`config.mk`:
```
export PLATFORM = sky130hd
export DESIGN_NAME = mem_bus_arbiter
export DESIGN_NICKNAME = d
export VERILOG_FILES = /design/src/rtl/mem_bus_arbiter_pkg.sv /design/src/rtl/mem_bus_arbiter_prio_sel.sv /design/src/rtl/mem_bus_arbiter.sv
export SDC_FILE = /design/constraint.sdc
export NUM_CORES = 1
export LEC_CHECK = 0
export ABC_AREA = 1
export CORE_MARGIN = 5
export CORE_UTILIZATION = 42
export DETAILED_ROUTE_END_ITERATION = 10
export GPL_TIMING_DRIVEN = 0
export PLACE_DENSITY_LB_ADDON = 0.15
export SLEW_MARGIN = 20
export SYNTH_ARGS = -nofsm -noshare
export SYNTH_HDL_FRONTEND = slang
export SYNTH_HIERARCHICAL = 1
export SYNTH_SLANG_ARGS = --single-unit
```
`constraint.sdc`:
```
create_clock -name clk_i -period 2.5 [get_ports clk_i]
set_input_delay 0.75 -clock clk_i [delete_from_list [all_inputs] [get_ports clk_i]]
set_output_delay 0.75 -clock clk_i [all_outputs]
set_load 0.02 [all_outputs]
```
`src/rtl/mem_bus_arbiter_pkg.sv`:
```
// Shared widths, state encoding and counter-sizing helper for the memory bus arbiter.
package mem_bus_arbiter_pkg;

    localparam int unsigned AddrW = 32;
    localparam int unsigned DataW = 32;
    localparam int unsigned MaskW = 4;

    // Read data handed back when the watchdog aborts a transaction.
    localparam logic [DataW-1:0] ArbErrData = 32'hDEAD_BEEF;

    typedef enum logic [1:0] {
        StIdle = 2'd0,
        StBusy = 2'd1,
        StDone = 2'd2
    } arb_state_e;

    // Bits needed to count 0..max_val, never less than one.
    function automatic int unsigned cnt_width(input int unsigned max_val);
        if (max_val == 0) begin
            return 1;
        end
        return $clog2(max_val + 1);
    endfunction

endpackage

```
`src/rtl/mem_bus_arbiter_prio_sel.sv`:
```
// Fixed-priority winner select (dbus first) with an ibus starvation guard.
// Purely combinational; the top loads starve_cnt_o only on a grant.
module mem_bus_arbiter_prio_sel
    import mem_bus_arbiter_pkg::*;
#(
    parameter int unsigned StarveMax = 4,
    parameter int unsigned CntW      = cnt_width(StarveMax)
) (
    input  logic            ibus_req_i,
    input  logic            dbus_req_i,
    input  logic [CntW-1:0] starve_cnt_i,
    output logic            grant_o,
    output logic            grant_dbus_o,
    output logic [CntW-1:0] starve_cnt_o
);

    localparam logic [CntW-1:0] StarveLim = CntW'(StarveMax);

    logic ibus_forced;

    // Pick the winner and compute the starve count to load with this grant.
    always_comb begin
        ibus_forced  = ibus_req_i && (starve_cnt_i == StarveLim);
        grant_o      = ibus_req_i | dbus_req_i;
        grant_dbus_o = dbus_req_i && !ibus_forced;
        starve_cnt_o = '0;
        // Only a dbus win over a waiting ibus counts towards starvation.
        if (grant_dbus_o && ibus_req_i) begin
            if (starve_cnt_i != StarveLim) begin
                starve_cnt_o = starve_cnt_i + CntW'(1);
            end else begin
                starve_cnt_o = starve_cnt_i;
            end
        end
    end

endmodule

```
`src/rtl/mem_bus_arbiter.sv`:
```
// Shares one memory port between ibus and dbus, one transaction in flight.
// IDLE arbitrates, BUSY holds the request and runs the watchdog, DONE pulses ready for one cycle.
// Every output is a flop; nothing passes combinationally from input to output.
module mem_bus_arbiter
    import mem_bus_arbiter_pkg::*;
#(
    parameter int unsigned       StarveMax = 4,
    parameter int unsigned       Timeout   = 256,
    parameter logic [DataW-1:0]  ErrData   = ArbErrData
) (
    input  logic             clk_i,
    input  logic             rst_ni,
    input  logic             ibus_req_i,
    input  logic             ibus_we_i,
    input  logic [AddrW-1:0] ibus_addr_i,
    input  logic [DataW-1:0] ibus_data_i,
    input  logic [MaskW-1:0] ibus_mask_i,
    output logic [DataW-1:0] ibus_data_o,
    output logic             ibus_ready_o,
    input  logic             dbus_req_i,
    input  logic             dbus_we_i,
    input  logic [AddrW-1:0] dbus_addr_i,
    input  logic [DataW-1:0] dbus_data_i,
    input  logic [MaskW-1:0] dbus_mask_i,
    output logic [DataW-1:0] dbus_data_o,
    output logic             dbus_ready_o,
    output logic             mem_req_o,
    output logic             mem_we_o,
    output logic [AddrW-1:0] mem_addr_o,
    output logic [DataW-1:0] mem_data_o,
    output logic [MaskW-1:0] mem_mask_o,
    input  logic [DataW-1:0] mem_data_i,
    input  logic             mem_ready_i,
    output logic             bus_err_o
);

    localparam int unsigned StarveW = cnt_width(StarveMax);
    localparam int unsigned WaitW   = cnt_width(Timeout);
    localparam bit          WdogEn  = (Timeout != 0);
    localparam logic [WaitW-1:0] WaitLast = (Timeout == 0) ? '0 : WaitW'(Timeout - 1);

    arb_state_e         state_q;
    logic [StarveW-1:0] starve_q;
    logic [StarveW-1:0] starve_d;
    logic [WaitW-1:0]   wait_q;
    logic               gnt_dbus_q;

    logic               mem_req_q;
    logic               mem_we_q;
    logic [AddrW-1:0]   mem_addr_q;
    logic [DataW-1:0]   mem_data_q;
    logic [MaskW-1:0]   mem_mask_q;
    logic               ibus_ready_q;
    logic               dbus_ready_q;
    logic [DataW-1:0]   ibus_data_q;
    logic [DataW-1:0]   dbus_data_q;
    logic               bus_err_q;

    logic               grant;
    logic               grant_dbus;
    logic               finish;
    logic [DataW-1:0]   done_data;

    mem_bus_arbiter_prio_sel #(
        .StarveMax (StarveMax),
        .CntW      (StarveW)
    ) u_prio_sel (
        .ibus_req_i   (ibus_req_i),
        .dbus_req_i   (dbus_req_i),
        .starve_cnt_i (starve_q),
        .grant_o      (grant),
        .grant_dbus_o (grant_dbus),
        .starve_cnt_o (starve_d)
    );

    // BUSY ends on memory ready or watchdog expiry; ready wins when both coincide.
    always_comb begin
        finish    = mem_ready_i || (WdogEn && (wait_q == WaitLast));
        done_data = mem_ready_i ? mem_data_i : ErrData;
    end

    // Arbiter FSM with registered memory fields and completion outputs.
    always_ff @(posedge clk_i or negedge rst_ni) begin
        if (!rst_ni) begin
            state_q      <= StIdle;
            starve_q     <= '0;
            wait_q       <= '0;
            gnt_dbus_q   <= 1'b0;
            mem_req_q    <= 1'b0;
            mem_we_q     <= 1'b0;
            mem_addr_q   <= '0;
            mem_data_q   <= '0;
            mem_mask_q   <= '0;
            ibus_ready_q <= 1'b0;
            dbus_ready_q <= 1'b0;
            ibus_data_q  <= '0;
            dbus_data_q  <= '0;
            bus_err_q    <= 1'b0;
        end else begin
            unique case (state_q)
                StIdle: begin
                    if (grant) begin
                        state_q    <= StBusy;
                        starve_q   <= starve_d;
                        wait_q     <= '0;
                        gnt_dbus_q <= grant_dbus;
                        mem_req_q  <= 1'b1;
                        mem_we_q   <= grant_dbus ? dbus_we_i   : ibus_we_i;
                        mem_addr_q <= grant_dbus ? dbus_addr_i : ibus_addr_i;
                        mem_data_q <= grant_dbus ? dbus_data_i : ibus_data_i;
                        mem_mask_q <= grant_dbus ? dbus_mask_i : ibus_mask_i;
                    end
                end
                StBusy: begin
                    wait_q <= wait_q + WaitW'(1);
                    if (finish) begin
                        state_q   <= StDone;
                        mem_req_q <= 1'b0;
                        bus_err_q <= !mem_ready_i;
                        if (gnt_dbus_q) begin
                            dbus_ready_q <= 1'b1;
                            dbus_data_q  <= done_data;
                        end else begin
                            ibus_ready_q <= 1'b1;
                            ibus_data_q  <= done_data;
                        end
                    end
                end
                StDone: begin
                    // No arbitration here so a requester reacting to ready is never granted twice.
                    state_q      <= StIdle;
                    ibus_ready_q <= 1'b0;
                    dbus_ready_q <= 1'b0;
                    ibus_data_q  <= '0;
                    dbus_data_q  <= '0;
                    bus_err_q    <= 1'b0;
                end
                default: begin
                    state_q <= StIdle;
                end
            endcase
        end
    end

    assign mem_req_o    = mem_req_q;
    assign mem_we_o     = mem_we_q;
    assign mem_addr_o   = mem_addr_q;
    assign mem_data_o   = mem_data_q;
    assign mem_mask_o   = mem_mask_q;
    assign ibus_ready_o = ibus_ready_q;
    assign dbus_ready_o = dbus_ready_q;
    assign ibus_data_o  = ibus_data_q;
    assign dbus_data_o  = dbus_data_q;
    assign bus_err_o    = bus_err_q;

endmodule

```
After elaboration in Yosys (flattened, before gate mapping)
Index checks and enable logic that the tools add are counted.
W data, S select, Z words.
Cells by class
  $add $sub $neg: 2
  equal/unequal tests: 10
  multiplexer cells: 29
  bitwise gates (word level): 1
  reduce and logical (&&, ||, !) cells: 17
Operators by type and width (count)
  $mux W32: 7
  $pmux W32 S2: 2
  $pmux W9 S2: 1
  $reduce_and A3 Y1: 4
  $ne A2 B2 Y1 const B: 5
  $add A9 B1 Y9 const B: 1
  $eq A9 B8 Y1 const B: 1
  $mux W9: 1
  $mux W1: 8
  $pmux W1 S2: 4
  $reduce_and A2 Y1: 4
  $mux W3: 2
  $mux W2: 2
  $mux W4: 1
  $pmux W2 S2: 1
  $reduce_bool A2 Y1: 2
  $add A3 B1 Y3 const B: 1
  $eq A3 B3 Y1 const B: 1
  $logic_and A1 B1 Y1: 3
  $ne A3 B3 Y1 const B: 1
  $eq A2 B1 Y1 const B: 1
  $eq A2 B2 Y1 const B: 1
  $logic_not A1 Y1: 2
  $logic_not A2 Y1: 1
  other kinds (2): 2
Storage, ports and cells
  register bits: 152
  output and inout bits: 137
  logic and storage cells: 73

Logic depth before layout (Yosys ltp)
Gate-level depths: netlist of the first run.
  depth after elaboration: 7
  mapped depth: 11

Hierarchy
Netlist of the first run, hierarchy kept.
By module, submodules not included
  mem_bus_arbiter: instances 1, cells each 816, area an instance 6935.4 um^2
  mem_bus_arbiter_prio_sel: instances 1, cells each 21, area an instance 105.1 um^2

Worst setup path after synthesis of the first run
No wires, ideal clock.
  path kind: reg2reg
  start point: register wait_q[0]
  end point: register dbus_data_q[17] (netlist: dbus_data_o[17])
  data arrival time: 1.718 ns
  required time: 2.383 ns
  path slack: 0.665 ns
  stages on the path, launching flop included: 12
  clock period less this slack: 1.835 ns
  cell sequence: dfrtp_1 ha_1 nand2_1 inv_1 and3_1 ha_1 nor2_4 nor2_4 buf_4 buf_4 nand4_1 nand2_1
On the way
  longest elaborated chain between the ends: 4
RTL lines
  start, declared: RTL line mem_bus_arbiter.sv:45  | logic [WaitW-1:0] wait_q;
  start signal, assigned: RTL line mem_bus_arbiter.sv:115  | wait_q <= wait_q + WaitW'(1);
  $eq A9 B8 Y1: RTL line mem_bus_arbiter.sv:78  | finish = mem_ready_i || (WdogEn && (wait_q == WaitLast));
  $logic_or A1 B1 Y1: RTL line mem_bus_arbiter.sv:78
  $ne A2 B2 Y1 (no source line)
  $reduce_and A3 Y1 (no source line)
  end signal, assigned: RTL line mem_bus_arbiter.sv:122  | dbus_data_q <= done_data;
  end, declared: RTL line mem_bus_arbiter.sv:56  | logic [DataW-1:0] dbus_data_q;
Every way passes these cells.
A chain may end at the register's enable or synchronous reset.

Worst setup path in the final report of the first run
  start point: register mem_addr_q[19] (netlist: mem_addr_o[19])
  end point: output mem_addr_o[19]
RTL lines
  start, declared: RTL line mem_bus_arbiter.sv:50  | logic [AddrW-1:0] mem_addr_q;
  start signal, assigned: RTL line mem_bus_arbiter.sv:109  | mem_addr_q <= grant_dbus ? dbus_addr_i : ibus_addr_i;
  end, declared: RTL line mem_bus_arbiter.sv:29  | output logic [AddrW-1:0] mem_addr_o,
No word-level cell between the ends.

==> results.rst, run 1 <==
.. list-table::
   :header-rows: 1

   * - Metric
     - Value
   * - Result of the run
     - finished, final reports clean
   * - Minimum period implied by the final worst setup slack
     - 2200 ps
   * - Delay-heaviest family, CP
     - buffers and inverters
   * - Leftover overflow at the end of global routing
     - 0
   * - Height of the die
     - 139 µm
   * - Initial DRC count
     - 418
   * - Cells along the critical path
     - clkdlybuf4s50_1
   * - Required time of the critical path
     - 1750 ps
   * - Setup repair after global routing missed its margin
     - no
   * - Worst rel slew slack
     - 0.625
   * - Final setup violation count
     - 0
   * - Skew-Pair Late Insertion Delay
     - 420 ps
   * - Register clock-pin slew on the reported worst setup and hold paths
     - 60 ps
   * - Final count of pins violating max slew
     - 0
   * - Cell count after synthesis
     - 837
   * - Total number of nets in the final design
     - 1346
   * - DRC viols
     - 0
   * - Inserted Clock Buffers
     - 17
   * - Wire length per cell after detailed routing
     - 17.1 µm
   * - Crit path capture type
     - primary output
   * - Die Area
     - 19500 µm²
   * - Die X-Extent
     - 139 µm
   * - Final worst path period share
     - 0.882
   * - Sort of element at the start of the critical path
     - flop
   * - Placed Area
     - 10500 µm²
   * - Largest net degree at the start of global routing
     - 83
   * - # IOs
     - 312
   * - Worst reg2reg setup slack
     - 380 ps
   * - Count of yosys warnings during synthesis
     - 6
   * - Buffers inserted during post-CTS setup optimization
     - 0
   * - Via count normalized by instance count
     - 4.93
   * - Wire length of the first global-routing pass
     - 37400 µm
   * - Pin slew with the least headroom to its limit
     - 562 ps
   * - Port buffer count
     - 310
   * - Final instance area
     - 11100 µm²
   * - Achievable frequency
     - 454 MHz
   * - CTS tree
     - done
   * - Mean instance size in the synthesized netlist
     - 8.41 µm²
   * - First-pass detailed-route iteration total
     - 4
   * - Post-detailed-placement half-perimeter wirelength
     - 18400 µm
   * - Share of post-route cells with drive strength above 1
     - 0.0874
   * - Flip-flop and latch count after synthesis
     - 152
   * - Number of buffers between clock root and the deepest sink
     - 2
   * - Class of the most critical setup path
     - flop to primary output
   * - Overall track demand over capacity in global routing
     - 0.242
   * - Max Cap Viol
     - 0
   * - Number of buffers inserted by hold repair at cts
     - 0
   * - Critical R2R Launch
     - wait_q[0]$_DFFE_PN0P_
   * - Static Leak
     - 0.00517 µW
   * - Final worst clock skew
     - 11.6 ps
   * - Destination of the worst register-to-register timing path
     - dbus_data_o[8]$_DFFE_PN0P_
   * - Weighted congestion reported at the end of routability-driven placement
     - 0.854
   * - Cell at the slowest stage of the critical path
     - sky130_fd_sc_hd__clkdlybuf4s50_1
   * - Via count
     - 6891
   * - Endpoints failing hold
     - 0
   * - Distinct cell type count of the synthesized netlist
     - 25
   * - Main area contributors after synthesis
     - sky130_fd_sc_hd__dfrtp_1, sky130_fd_sc_hd__nand2_1, sky130_fd_sc_hd__nor2_1
   * - Starting Density
     - 0.426
   * - Kind of path behind the tightest hold check
     - primary input to async pin
   * - Top cell type by total area after synthesis
     - sky130_fd_sc_hd__dfrtp_1
   * - Share of the synthesized area in the top cell type
     - 0.540
   * - Library cell used as clock root buffer
     - sky130_fd_sc_hd__clkbuf_16
   * - R2R cell count
     - 10
   * - Crit path max fanout
     - 2
   * - Fillers
     - 1366
   * - Total buffers and inverters traversed by the critical path
     - 1
   * - Core region area
     - 16500 µm²
   * - Num rows
     - 47
   * - Register area share after synthesis
     - 0.540
   * - Post-cts sizing count
     - 0
   * - Worst supply voltage drop on vdd
     - 0.000625 V
   * - Post-Syn Nets
     - 1016
   * - Critical Path Max Stage Delay
     - 670 ps
   * - TritonCTS Sinks
     - 152
   * - CP Data Arrival Time
     - 1450 ps
   * - Netlist area before placement
     - 7040 µm²
   * - Initial antenna violation count
     - 1
   * - Overall Power
     - 13600 µW
   * - Antenna violation net count after detailed routing
     - 0
   * - Drt total wl
     - 23900 µm
   * - H-tree depth reported by CTS
     - 4
   * - Via count of the first global-routing pass
     - 6918
   * - Layout overhead on the synthesized area
     - 57.4%
   * - Power density cells
     - 1220 nW/µm²
   * - Antenna cell count
     - 0
-- worst reg2reg max path, cell delays in order, from the launching register on --
cell and delay, ps:
sky130_fd_sc_hd__dfrtp_1 390, sky130_fd_sc_hd__ha_1 180, sky130_fd_sc_hd__nand2_1 90, sky130_fd_sc_hd__inv_1 100, sky130_fd_sc_hd__and3_1 160, sky130_fd_sc_hd__ha_1 190
sky130_fd_sc_hd__nor2_4 60, sky130_fd_sc_hd__nor2_4 140, sky130_fd_sc_hd__clkbuf_1 420, sky130_fd_sc_hd__nand4_1 210, sky130_fd_sc_hd__nand2_1 110
-- report_power, final --
part           total [µW]  switching, µW  internal, µW
Combinational        6610           3760          2850
Sequential           4160            614          3540
Clock                2780           1020          1760
Total               13600           5400          8160
-- registers in the layout, summed over array words and instances, names as in the netlist --
signal        flops
mem_addr_o       32
mem_we_o          1
dbus_data_o      32
ibus_ready_o      1
mem_req_o         1
mem_mask_o        4
gnt_dbus_q        1
wait_q            9
dbus_ready_o      1
bus_err_o         1
mem_data_o       32
ibus_data_o      32
starve_q          3
state_q           2
-- kinds of logic (layout without fill, tap and decap cells) --
family / after synthesis / after routing / synth area share
compound gates: 79 / 79 / 0.0812
buf+inv: 91 / 433 / 0.0572
simple gates: 511 / 511 / 0.314
flops: 152 / 152 / 0.540
fa+ha+maj: 4 / 4 / 0.00711
-- worst max-delay path by stage --
| stage | startpoint | endpoint | depth (start not counted) |
|---|---|---|---|
| 2_1_floorplan | wait_q[0]$_DFFE_PN0P_ | dbus_data_o[17]$_DFFE_PN0P_ | 11 |
| 3_3_place_gp | rst_ni | mem_addr_o[9]$_DFFE_PN0P_ | 1 |
| 3_5_place_dp | ibus_req_i | mem_addr_o[1]$_DFFE_PN0P_ | 9 |
| 4_1_cts | mem_addr_o[0]$_DFFE_PN0P_ | mem_addr_o[0] | 1 |
| 5_1_grt | ibus_req_i | mem_we_o$_DFFE_PN0P_ | 9 |
| 6_report | mem_addr_o[19]$_DFFE_PN0P_ | mem_addr_o[19] | 1 |
-- Yosys cell counts --
library cell / count
sky130_fd_sc_hd__o21ai_0: 5
sky130_fd_sc_hd__o211ai_1: 1
sky130_fd_sc_hd__inv_1: 26
sky130_fd_sc_hd__o22ai_1: 1
sky130_fd_sc_hd__nand2_4: 2
sky130_fd_sc_hd__buf_4: 9
sky130_fd_sc_hd__nand3_1: 5
sky130_fd_sc_hd__nor2_4: 3
sky130_fd_sc_hd__clkbuf_1: 29
sky130_fd_sc_hd__buf_2: 22
sky130_fd_sc_hd__nand4_1: 64
sky130_fd_sc_hd__ha_1: 4
sky130_fd_sc_hd__nand2_1: 257
sky130_fd_sc_hd__clkinv_1: 1
sky130_fd_sc_hd__or2_2: 25
sky130_fd_sc_hd__buf_1: 1
sky130_fd_sc_hd__dfrtp_1: 152
sky130_fd_sc_hd__inv_2: 3
sky130_fd_sc_hd__nand2_2: 4
sky130_fd_sc_hd__nor2_2: 1
sky130_fd_sc_hd__a21oi_1: 3
sky130_fd_sc_hd__and3_1: 1
sky130_fd_sc_hd__o31ai_1: 69
sky130_fd_sc_hd__nand3_2: 2
sky130_fd_sc_hd__nor2_1: 147
-- area by class of cell --
type | instances | area (µm²) | share of cell area
repair buffers | 311 | 3140 | 0.283
plain buffers | 61 | 290 | 0.0262
clock inverters | 13 | 204 | 0.0184
flip-flops and latches | 152 | 3800 | 0.343
inverters | 30 | 113 | 0.0102
well taps | 220 | 275 | 0.0248
clock buffers | 18 | 429 | 0.0387
multi-input cells | 594 | 2830 | 0.256
-- routing by layer --
layer / vias to the layer above / track usage / share of wire
li1: 3415 / - / -
met1: 3174 / 0.284 / 0.40
met2: 250 / 0.408 / 0.48
met3: 50 / 0.0796 / 0.084
met4: 2 / 0.0989 / 0.035
met5: - / 0 / 0.00046
-- metrics by stage --
step / utilization / hold WS [ps] / std cells / setup TNS, ps / setup WS (ps)
3_5_place_dp: 0.632 / 458 / 1368 / -6720 / -170
2_1_floorplan: - / 454 / 837 / 0 / 665
5_1_grt: 0.671 / 324 / 1399 / 0 / 100
3_3_place_gp: 0.630 / 453 / 1367 / -854830 / -5600
6_report: 0.671 / 294 / 1399 / 0 / 296
4_1_cts: 0.671 / 309 / 1399 / 0 / 282
-- layout by cell type (no fill, tap or decap), types with 5 or more instances in the layout --
| cell type | count |
|---|---|
| sky130_fd_sc_hd__buf_2 | 22 |
| sky130_fd_sc_hd__or2_2 | 25 |
| sky130_fd_sc_hd__nand2_1 | 257 |
| sky130_fd_sc_hd__nand4_1 | 64 |
| sky130_fd_sc_hd__clkdlybuf4s50_1 | 309 |
| sky130_fd_sc_hd__buf_4 | 9 |
| sky130_fd_sc_hd__clkbuf_16 | 17 |
| sky130_fd_sc_hd__bufinv_16 | 5 |
| sky130_fd_sc_hd__nand3_1 | 5 |
| sky130_fd_sc_hd__clkbuf_1 | 30 |
| sky130_fd_sc_hd__inv_1 | 26 |
| sky130_fd_sc_hd__dfrtp_1 | 152 |
| sky130_fd_sc_hd__o31ai_1 | 69 |
| sky130_fd_sc_hd__nor2_1 | 147 |
| sky130_fd_sc_hd__o21ai_0 | 5 |
Power figures use the tool's default switching activity.
==> run 2: changes to the inputs <==
--- a/config.mk
+++ b/config.mk
@@ -6,7 +6,7 @@
 export NUM_CORES = 1
 export LEC_CHECK = 0
 export ABC_AREA = 1
-export CORE_MARGIN = 5
+export CORE_MARGIN = 2
 export CORE_UTILIZATION = 42
 export DETAILED_ROUTE_END_ITERATION = 10
 export GPL_TIMING_DRIVEN = 0
==> results.rst, run 2 (synthesis gave the netlist of run 1 again) <==
.. list-table::
   :header-rows: 1

   * - Metric
     - Value
   * - Die Area
     - 17800 µm² (was 19500 µm²)
   * - Fin worst setup slack
     - 283 ps (was 296 ps)
   * - Final worst clock skew
     - 7.15 ps (was 11.6 ps)
   * - Critical R2R Launch
     - wait_q[0]$_DFFE_PN0P_ (unchanged)
   * - Achievable frequency
     - 451 MHz (was 454 MHz)
   * - Sequential power share
     - 0.309 (was 0.307)
   * - Cell at the slowest stage of the critical path
     - sky130_fd_sc_hd__clkdlybuf4s50_1 (unchanged)
   * - R2R cell count
     - 10 (unchanged)
   * - DRC viols
     - 0 (unchanged)
   * - Antenna cell count
     - 0 (unchanged)
   * - First-pass detailed-route iteration total
     - 6 (was 4)
   * - Commonest non-fill, non-tap cells in the layout
     - sky130_fd_sc_hd__clkdlybuf4s50_1, sky130_fd_sc_hd__nand2_1, sky130_fd_sc_hd__dfrtp_1 (unchanged)
   * - Setup repair after global routing missed its margin
     - no (unchanged)
   * - Final count of pins violating max slew
     - 0 (unchanged)
   * - Via count of the first global-routing pass
     - 6839 (was 6918)
   * - CP Data Arrival Time
     - 2530 ps (was 1450 ps)
   * - Port buffer count
     - 310 (unchanged)
   * - Pin slew with the least headroom to its limit
     - 595 ps (was 562 ps)
   * - Final setup violation count
     - 0 (unchanged)
   * - Height of the die
     - 133 µm (was 139 µm)
   * - Layout overhead on the synthesized area
     - 57.3% (was 57.4%)
   * - Crit path max fanout
     - 10 (was 2)
   * - Total buffers and inverters traversed by the critical path
     - 5 (was 1)
   * - Class of the most critical setup path
     - primary input to flop (was flop to primary output)
   * - Buffers inserted during post-CTS setup optimization
     - 0 (unchanged)
   * - Power density cells
     - 1220 nW/µm² (about the same)
   * - Max Cap Viol
     - 0 (unchanged)
   * - Leading cell type in the layout, fill and taps excluded
     - sky130_fd_sc_hd__clkdlybuf4s50_1 (unchanged)
   * - Post-route core utilization
     - 0.672 (was 0.671)
   * - Register clock-pin slew on the reported worst setup and hold paths
     - 60 ps (about the same)
   * - P_int
     - 8090 µW (was 8160 µW)
   * - Minimum period implied by the final worst setup slack
     - 2220 ps (was 2200 ps)
   * - H-tree depth reported by CTS
     - 4 (unchanged)
   * - Largest net degree at the start of global routing
     - 79 (was 83)
   * - TritonCTS Sinks
     - 152 (unchanged)
   * - Antenna violation net count after detailed routing
     - 0 (unchanged)
   * - Overall track demand over capacity in global routing
     - 0.263 (was 0.242)
   * - Multi-input gate area
     - 2830 µm² (unchanged)
   * - CTS tree
     - done (unchanged)
   * - Cells along the critical path
     - clkdlybuf4s50_1 -> nand3_1 -> nand2_1 -> inv_1 -> buf_2 -> inv_2 -> clkbuf_1 -> nor2_1 -> o31ai_1 (was clkdlybuf4s50_1)
   * - Crit path to
     - mem_addr_o[5]$_DFFE_PN0P_ (was mem_addr_o[19])
   * - Total number of cells along the worst setup path
     - 9 (was 1)
   * - Initial DRC count
     - 414 (was 418)
   * - # IOs
     - 312 (unchanged)
   * - Via count normalized by instance count
     - 5.00 (was 4.93)
   * - Result of the run
     - finished, final reports clean (unchanged)
   * - Endpoints failing hold
     - 0 (unchanged)
   * - Num rows
     - 47 (unchanged)
   * - Initial antenna violation count
     - 0 (was 1)
   * - Number of buffers between clock root and the deepest sink
     - 2 (unchanged)
   * - Filler-free cell count of the finished design
     - 1400 (was 1399)
   * - Static Leak
     - 0.00516 µW (was 0.00517 µW)
   * - Startpoint of the worst setup timing path
     - ibus_req_i (was mem_addr_o[19]$_DFFE_PN0P_)
   * - Kind of path behind the tightest hold check
     - primary input to async pin (unchanged)
   * - Wire length per cell after detailed routing
     - 16.6 µm (was 17.1 µm)
   * - Starting Density
     - 0.428 (was 0.426)
   * - Setup slack after placement
     - -189 ps (was -170 ps)
   * - Switching Share
     - 0.402 (was 0.398)
   * - Destination of the worst register-to-register timing path
     - ibus_data_o[13]$_DFFE_PN0P_ (was dbus_data_o[8]$_DFFE_PN0P_)
   * - Clock network power share
     - 0.202 (was 0.205)
   * - Drt total wl
     - 23200 µm (was 23900 µm)
   * - Final worst path period share
     - 0.887 (was 0.882)
   * - Post-detailed-placement half-perimeter wirelength
     - 17700 µm (was 18400 µm)
   * - Worst supply voltage drop on vdd
     - 0.000565 V (was 0.000625 V)
   * - Skew-Pair Late Insertion Delay
     - 420 ps (about the same)
   * - Worst rel slew slack
     - 0.603 (was 0.625)
   * - Sort of element at the start of the critical path
     - primary input (was flop)
   * - Delay-heaviest family, CP
     - buffers and inverters (unchanged)
   * - Weighted congestion reported at the end of routability-driven placement
     - 0.830 (was 0.854)
   * - Fillers
     - 1363 (was 1366)
   * - Total number of nets in the final design
     - 1346 (unchanged)
   * - Library cell used as clock root buffer
     - sky130_fd_sc_hd__clkbuf_16 (unchanged)
   * - Leftover overflow at the end of global routing
     - 0 (unchanged)
   * - Inserted Clock Buffers
     - 17 (unchanged)
   * - Worst reg2reg setup slack
     - 420 ps (was 380 ps)
   * - Wire length of the first global-routing pass
     - 36200 µm (was 37400 µm)
   * - Post-cts sizing count
     - 0 (unchanged)
   * - Core region area
     - 16500 µm² (about the same)
   * - Crit path capture type
     - flop (was primary output)
   * - Via count
     - 7000 (was 6891)
   * - Combinational share of power
     - 0.489 (was 0.488)
   * - Share of post-route cells with drive strength above 1
     - 0.0873 (was 0.0874)
   * - Required time of the critical path
     - 2820 ps (was 1750 ps)
   * - Die X-Extent
     - 133 µm (was 139 µm)
   * - Placed insts
     - 1368 (unchanged)
   * - Reported net switching power
     - 5430 µW (was 5400 µW)
   * - Critical Path Max Stage Delay
     - 490 ps (was 670 ps)
   * - Number of buffers inserted by hold repair at cts
     - 0 (unchanged)
   * - Storage element area
     - 3800 µm² (unchanged)
==> run 2: cell types whose count changed in the layout (fill, tap and decap cells not counted) <==
cell	before	now
sky130_fd_sc_hd__clkbuf_8	0	1
sky130_fd_sc_hd__bufinv_16	5	4
sky130_fd_sc_hd__clkinv_4	3	2
sky130_fd_sc_hd__clkbuf_1	30	31
sky130_fd_sc_hd__clkinv_2	4	3
sky130_fd_sc_hd__clkinvlp_4	1	3
==> run 2: worst min-delay path by stage <==
stage                                      from                           to  slack [ps]  cells after the start
floorplan                                rst_ni        bus_err_o$_DFFE_PN0P_         450                      0
detailed placement  dbus_data_o[24]$_DFFE_PN0P_  dbus_data_o[24]$_DFFE_PN0P_         460                      2
CTS                                      rst_ni  ibus_data_o[12]$_DFFE_PN0P_         310                      1
global route                             rst_ni  ibus_data_o[13]$_DFFE_PN0P_         320                      1
finish                                   rst_ni  ibus_data_o[12]$_DFFE_PN0P_         280                      1
global placement     dbus_data_o[1]$_DFFE_PN0P_   dbus_data_o[1]$_DFFE_PN0P_         450                      2
==> run 2: cell type report <==
type / instances / share of cell area
Buffer: 61 / 0.0262
Clock buffer: 20 / 0.0403
Clock inverter: 12 / 0.0158
Inverter: 30 / 0.0102
Multi-Input combinational cell: 594 / 0.256
Sequential cell: 152 / 0.344
Tap cell: 220 / 0.0249
Timing Repair Buffer: 311 / 0.283
==> run 2: metal layers <==
layer,track usage,up-vias,part of all wire
met3,0.0909,40,0.080
met1,0.309,3293,0.39
met5,0,-,0
li1,-,3409,-
met4,0.0952,0,0.028
met2,0.449,258,0.50
==> run 2: per-stage QoR <==
stage | TNS [ps] | total power (µW) | cell area [µm²] | hold slack, ps
finish | 0 | 13500 | 11100 | 283
global route | 0 | 14300 | 11100 | 321
CTS | 0 | 13600 | 11100 | 310
detailed placement | -7410 | 10800 | 10500 | 459
global placement | -855240 | 10800 | 10400 | 453
floorplan | 0 | 7560 | 7040 | 454
==> run 2: power by group through the flow <==
stage	clock network (µW)	registers, µW	logic [µW]
after floorplan	0	5370	2190
after global placement	0	4180	6590
after detailed placement	0	4190	6660
after CTS	2750	4180	6670
after global routing	2860	4310	7100
final	2730	4180	6610
